`src/rtl/fp_arb_pkg.sv`:
```
// Shared types and constants for the floating-point unit arbiter.
package fp_arb_pkg;

    localparam int unsigned NREQ_DFLT = 4;
    localparam int unsigned ID_W      = (NREQ_DFLT > 1) ? $clog2(NREQ_DFLT) : 1;

    // Owner tag carried alongside each in-flight operation
    typedef struct packed {
        logic            valid;
        logic [ID_W-1:0] id;
    } tag_t;

    localparam logic [31:0] ONE   = 32'h3F80_0000;
    localparam logic [31:0] TWO   = 32'h4000_0000;
    localparam logic [31:0] THREE = 32'h4040_0000;

endpackage

```
`src/rtl/fp_unit_arbiter_rr_arbiter.sv`:
```
// Round-robin pick: first request at or after the pointer wins.
module rr_arbiter
    import fp_arb_pkg::*;
#(
    parameter int unsigned NREQ = NREQ_DFLT
) (
    input  logic [NREQ-1:0] req,
    input  logic [ID_W-1:0] ptr,
    output logic [NREQ-1:0] gnt_c,
    output logic [ID_W-1:0] ptr_next_c
);

    // Circular scan from ptr; next pointer lands just past the winner
    always_comb begin
        logic            found;
        logic [ID_W-1:0] idx;
        gnt_c      = '0;
        ptr_next_c = ptr;
        found      = 1'b0;
        idx        = '0;
        for (int k = 0; k < NREQ; k++) begin
            idx = ID_W'((32'(ptr) + 32'(k)) % NREQ);
            if (!found && req[idx]) begin
                found      = 1'b1;
                gnt_c[idx] = 1'b1;
                ptr_next_c = ID_W'((32'(idx) + 32'd1) % NREQ);
            end
        end
    end

endmodule

```
`src/rtl/fp_unit_arbiter.sv`:
```
// Shares one pipelined FP core among NREQ requesters and routes results back.
module fp_unit_arbiter
    import fp_arb_pkg::*;
#(
    parameter int unsigned NREQ = NREQ_DFLT,
    parameter int unsigned W    = 32,
    parameter int unsigned LAT  = 8
) (
    input  logic                          clk,
    input  logic                          rst,
    input  logic [NREQ-1:0]               req,
    input  logic [NREQ*W-1:0]             opa_in,
    input  logic [NREQ*W-1:0]             opb_in,
    output logic [NREQ-1:0]               gnt,
    output logic [W-1:0]                  unit_a,
    output logic [W-1:0]                  unit_b,
    input  logic [W-1:0]                  unit_result,
    output logic [NREQ-1:0]               rsp_valid,
    output logic [W-1:0]                  rsp_data,
    output logic [$clog2(LAT+2):0]        inflight,
    output logic                          idle
);

    localparam int unsigned CNT_W = $clog2(LAT + 2) + 1;

    logic [ID_W-1:0] ptr_q;
    logic [ID_W-1:0] ptr_next_c;
    logic [NREQ-1:0] gnt_raw_c;
    logic [ID_W-1:0] gnt_id_c;
    logic            grant_any_c;
    logic            rsp_any_c;
    tag_t            tag_q [LAT+1];
    tag_t            tag_out_c;

    rr_arbiter #(.NREQ(NREQ)) u_rr (
        .req        (req),
        .ptr        (ptr_q),
        .gnt_c      (gnt_raw_c),
        .ptr_next_c (ptr_next_c)
    );

    // Grant is suppressed while reset is held
    assign gnt         = rst ? gnt_raw_c : '0;
    assign grant_any_c = |gnt;
    assign rsp_any_c   = |rsp_valid;
    assign tag_out_c   = tag_q[LAT];
    assign idle        = (inflight == '0) && !(|req);

    // One-hot grant to requester index
    always_comb begin
        gnt_id_c = '0;
        for (int i = 0; i < NREQ; i++) begin
            if (gnt[i]) gnt_id_c = ID_W'(i);
        end
    end

    // Round-robin pointer advances only on a grant
    always_ff @(posedge clk or negedge rst) begin
        if (!rst)             ptr_q <= '0;
        else if (grant_any_c) ptr_q <= ptr_next_c;
    end

    // Core operand registers capture the winner's operands
    always_ff @(posedge clk or negedge rst) begin
        if (!rst) begin
            unit_a <= '0;
            unit_b <= '0;
        end else if (grant_any_c) begin
            unit_a <= opa_in[32'(gnt_id_c)*W +: W];
            unit_b <= opb_in[32'(gnt_id_c)*W +: W];
        end
    end

    // Owner tags shift alongside the core so the last stage meets unit_result
    always_ff @(posedge clk or negedge rst) begin
        if (!rst) begin
            for (int k = 0; k <= LAT; k++) tag_q[k] <= '0;
        end else begin
            tag_q[0] <= '{valid: grant_any_c, id: gnt_id_c};
            for (int k = 1; k <= LAT; k++) tag_q[k] <= tag_q[k-1];
        end
    end

    // Capture the result and pulse the owner's response bit
    always_ff @(posedge clk or negedge rst) begin
        if (!rst) begin
            rsp_valid <= '0;
            rsp_data  <= '0;
        end else if (tag_out_c.valid) begin
            rsp_valid <= NREQ'(1) << tag_out_c.id;
            rsp_data  <= unit_result;
        end else begin
            rsp_valid <= '0;
        end
    end

    // Outstanding count: up on grant, down when the response pulse is out
    always_ff @(posedge clk or negedge rst) begin
        if (!rst)                           inflight <= '0;
        else if (grant_any_c && !rsp_any_c) inflight <= inflight + CNT_W'(1);
        else if (!grant_any_c && rsp_any_c) inflight <= inflight - CNT_W'(1);
    end

endmodule

```
`config.mk`:
```
export PLATFORM = sky130hd
export DESIGN_NAME = fp_unit_arbiter
export DESIGN_NICKNAME = d
export VERILOG_FILES = /design/src/rtl/fp_arb_pkg.sv /design/src/rtl/fp_unit_arbiter_rr_arbiter.sv /design/src/rtl/fp_unit_arbiter.sv
export SDC_FILE = /design/constraint.sdc
export NUM_CORES = 1
export LEC_CHECK = 0
export BUFFER_PORTS_ARGS = -buffer_cell sky130_fd_sc_hd__buf_4
export CORE_AREA = 10 10 148 150
export DETAILED_ROUTE_END_ITERATION = 12
export DIE_AREA = 0 0 158 160
export PLACE_DENSITY_LB_ADDON = 0.3
export RECOVER_POWER = 50
export SLEW_MARGIN = 20
export SYNTH_ARGS = -nofsm -noshare
export SYNTH_HDL_FRONTEND = slang
export SYNTH_SLANG_ARGS = --single-unit
```
`constraint.sdc`:
```
create_clock -name clk -period 9.67 [get_ports clk]
set_clock_uncertainty 0.1 [all_clocks]
set_input_delay 1.934 -clock clk [delete_from_list [all_inputs] [get_ports clk]]
set_output_delay 1.934 -clock clk [all_outputs]
set_load 0.02 [all_outputs]
```
==> insert_results.sql <==
INSERT INTO impl_metrics (metric_group, metric, value, unit) VALUES
('finish', 'fillers', '1698', ''),
('yosys', 'synth.net_count', '953', ''),
('yosys', 'postSynth.asyncResetShare', '100', '%'),
('clock_tree', 'cts_made_buffers', '17', ''),
('clock_tree', 'cts.repair.resized', '0', ''),
('route', 'initialDrtViolationCount', '454', ''),
('power', 'leakage', '4.98', 'nW'),
('die', 'row_count', '51', ''),
('finish', 'fin_nets', '1325', ''),
('route', 'ant_nets', '0', ''),
('status', 'status', 'complete, but fails checks', ''),
('yosys', 'post_synth_xor_xnor_area', '0.745', '%'),
('place', 'pre_cts_ws', '3.76', 'ns'),
('yosys', 'synthSimpleGateAreaFrac', '10.0', '%'),
('flow_run', 'drv.max_cap_violation_count', '1', ''),
('power', 'netSwitchingPower', '1.99', 'mW'),
('worst_setup_path', 'crit_chain', 'buf_6, clkbuf_1', ''),
('clock_tree', 'cts_tree', 'yes', ''),
('global_routing', 'grt_usage', '21.0', '%'),
('finish', 'drive_above_1_share', '47.7', '%'),
('worst_setup_path', 'timing.critical_path.from_type', 'primary input', ''),
('yosys', 'number_of_enable_flip_flop_cells_after_synthesis', '0', ''),
('global_routing', 'number_of_antenna_violations_at_the_first_check_in_global_routing', '0', ''),
('timing', 'slew-limit-headroom', '-187', '%'),
('clock_tree', 'max-clock-path-buffers', '2', ''),
('power', 'power.share.combinational', '60.7', '%'),
('timing', 'hold_viol_final', '0', ''),
('place', 'postPlaceCellArea', '10100', 'sq um'),
('worst_setup_path', 'critPathBufInv', '2', ''),
('worst_setup_path', 'critPathRequiredTime', '9.08', 'ns'),
('global_routing', 'grt_first_pass_wirelength', '41.4', 'mm'),
('worst_setup_path', 'critPathSlowestCell', 'clkbuf_1', ''),
('worst_setup_path', 'crit_path_category', 'primary input to asynchronous set/reset pin', ''),
('timing', 'post-route-worst-setup-slack', '3.59', 'ns'),
('worst_setup_path', 'arrival', '5.50', 'ns'),
('global_routing', 'grt_remaining_overflow', '0', ''),
('place', 'count_of_input_and_output_buffers', '403', ''),
('yosys', 'synth-compound-area-share', '16.5', '%'),
('worst_hold_path', 'hold_path.class', 'register to register', ''),
('route', 'wl_per_cell', '21.4', 'um'),
('power', 'worst_ir_drop_vdd', '0.258', 'mV'),
('die', 'die_outline_height', '160', 'um'),
('worst_setup_path', 'sort_of_element_at_the_end_of_the_critical_path', 'asynchronous set/reset pin', ''),
('die', 'boundaryPins', '404', ''),
('yosys', 'synth_sequential_area_ratio', '47.6', '%'),
('finish', 'finalInstanceArea', '10700', 'sq um'),
('timing', 'setup_viol', '0', ''),
('clock_tree', 'clock_sink_count', '134', ''),
('yosys', 'synth.ff_latch_count', '134', ''),
('route', 'postRouteWirelength', '27.2', 'mm'),
('timing', 'report.final.slew_viol_count', '80', ''),
('die', 'floorplan.initialDensity', '37.0', '%'),
('finish', 'area.growth.synth_to_final', '52.4', '%'),
('worst_setup_path', 'worstPathMaxFanout', '79', ''),
('power', 'power.share.clock', '15.6', '%'),
('timing', 'setup_total_negative_slack', '0', 'ns'),
('yosys', 'synth_top_flop_cell', 'dfrtp_1', ''),
('yosys', 'yosysWarningCount', '0', ''),
('status', 'violations', 'capacitance limit, slew limit', ''),
('place', 'routabilityCongestion', '0.833', ''),
('worst_setup_path', 'path_delay_family', 'buffers and inverters', ''),
('global_routing', 'grt_max_degree', '80', ''),
('die', 'fp.dieW', '158', 'um'),
('power', 'power.internal', '2.38', 'mW'),
('clock_tree', 'cts_setup_buffers', '0', ''),
('finish', 'insertedDiodeCount', '0', ''),
('clock_tree', 'cts_root_buf', 'clkbuf_16', ''),
('worst_setup_path', 'critPathMaxStageDelay', '3.07', 'ns'),
('route', 'vias', '6630', ''),
('route', 'number_of_design_rule_violations_left_after_detail_routing', '0', ''),
('place', 'dpl.hpwl', '21.0', 'mm');
[logic make-up after synthesis]
family / count (synthesis)
AO/OA/AOI/OAI: 154
XOR/XNOR: 6
adder cells (fa/ha/maj): 13
buffers and inverters: 66
flip-flops: 134
multiplexers: 106
AND/OR/NAND/NOR: 167
[area by class of cell]
type	instances	area, sq um	share of cell area [%]
Multi-Input combinational cell	446	3360	31.3
Tap cell	238	298	2.77
Clock inverter	14	188	1.75
Timing Repair Buffer	411	3080	28.7
Sequential cell	134	3350	31.2
Clock buffer	18	439	4.09
Inverter	8	30.0	0.279
[cells in the mapped netlist, types with 2 or more instances]
cell type | number | area share (%)
xnor2_1 | 4 | 0.50
buf_2 | 14 | 0.99
ha_1 | 12 | 2.1
a21o_1 | 2 | 0.21
buf_1 | 2 | 0.11
o22ai_1 | 3 | 0.27
a21oi_1 | 4 | 0.28
and3_1 | 3 | 0.27
mux2_2 | 38 | 6.1
nor2_1 | 76 | 4.0
a22oi_1 | 2 | 0.21
mux4_2 | 3 | 0.96
a31oi_1 | 64 | 5.7
buf_8 | 6 | 1.3
o21a_1 | 2 | 0.21
dfrtp_1 | 134 | 48
nor4_1 | 3 | 0.27
o21ai_1 | 2 | 0.14
nand2_1 | 72 | 3.8
buf_4 | 8 | 0.85
nand2b_1 | 2 | 0.18
nor3b_1 | 3 | 0.32
inv_1 | 8 | 0.43
o221ai_1 | 64 | 7.9
xor2_1 | 2 | 0.25
mux2_1 | 60 | 9.6
mux2i_1 | 4 | 0.57
o21ai_0 | 4 | 0.28
clkbuf_1 | 27 | 1.4
[routing by layer]
layer	global-route usage [%]	part of all wire (%)	up-vias
met5	0	0	-
met4	6.15	1.8	0
met3	8.78	11	24
met2	35.5	51	306
met1	23.4	37	3154
li1	-	-	3146
[placed cells by master (no fill, tap or decap), drive strengths merged]
cell,synthesis,routed
and3b,1,1
nor4,3,3
nor2,76,76
nand2,72,72
nor3b,3,3
or3b,1,1
xnor2,4,4
a2bb2oi,1,1
nand2b,2,2
mux2,98,98
and2b,1,1
a22o,1,1
a22oi,2,2
clkinv,0,2
a31oi,64,64
o21ai,7,7
o22ai,3,3
clkinvlp,0,1
nand3,1,1
nor4b,1,1
o31ai,1,1
buf,31,378
clkbuf,27,51
a2111oi,2,2
nand3b,1,1
fa,1,1
xor2,2,2
o21a,3,3
inv,8,16
ha,12,12
mux2i,4,4
a21o,2,2
a21oi,4,4
dfrtp,134,134
o221ai,64,64
and2,1,1
bufinv,0,3
and3,3,3
mux4,4,4
nor2b,1,1
[worst paths after layout]
kind                            startpoint     endpoint  slack, ns  cells past startpoint
worst max register to register    ptr_q[0]  inflight[4]       4.52                     15
worst max-delay path                   rst    unit_b[4]       3.59                      2
worst min-delay path             tag_q[26]    tag_q[23]       0.25                      0
min in group asynchronous              rst    unit_b[9]       1.39                      1
worst min register to register   tag_q[26]    tag_q[23]       0.25                      0
max in group clk                    req[2]       gnt[2]       3.76                      7
[power by group through the flow]
stage	combinational [mW]	clock, mW	sequential, mW
after floorplan	1.61	0	1.28
final	2.65	0.683	1.03
after global routing	2.89	0.728	1.07
after detailed placement	2.68	0	1.04
after CTS	2.68	0.701	1.04
after global placement	2.64	0	1.03
[flip-flops by register name (all words and copies together) (netlist names)]
| name | flops |
|---|---|
| rsp_data | 32 |
| tag_out_c | 3 |
| rsp_valid | 4 |
| unit_a | 32 |
| tag_q | 24 |
| unit_b | 32 |
| inflight | 5 |
| ptr_q | 2 |
[per-stage QoR]
step | std cells | utilization (%) | power (mW) | hold WS (ns)
2_1_floorplan | 646 | - | 2.89 | 0.231
3_3_place_gp | 1237 | 53.1 | 3.67 | 0.232
3_5_place_dp | 1237 | 53.1 | 3.72 | 0.235
4_1_cts | 1269 | 56.4 | 4.42 | 0.248
5_1_grt | 1269 | 56.3 | 4.70 | 0.256
6_report | 1269 | 56.3 | 4.37 | 0.246
Power figures use the tool's default switching activity.
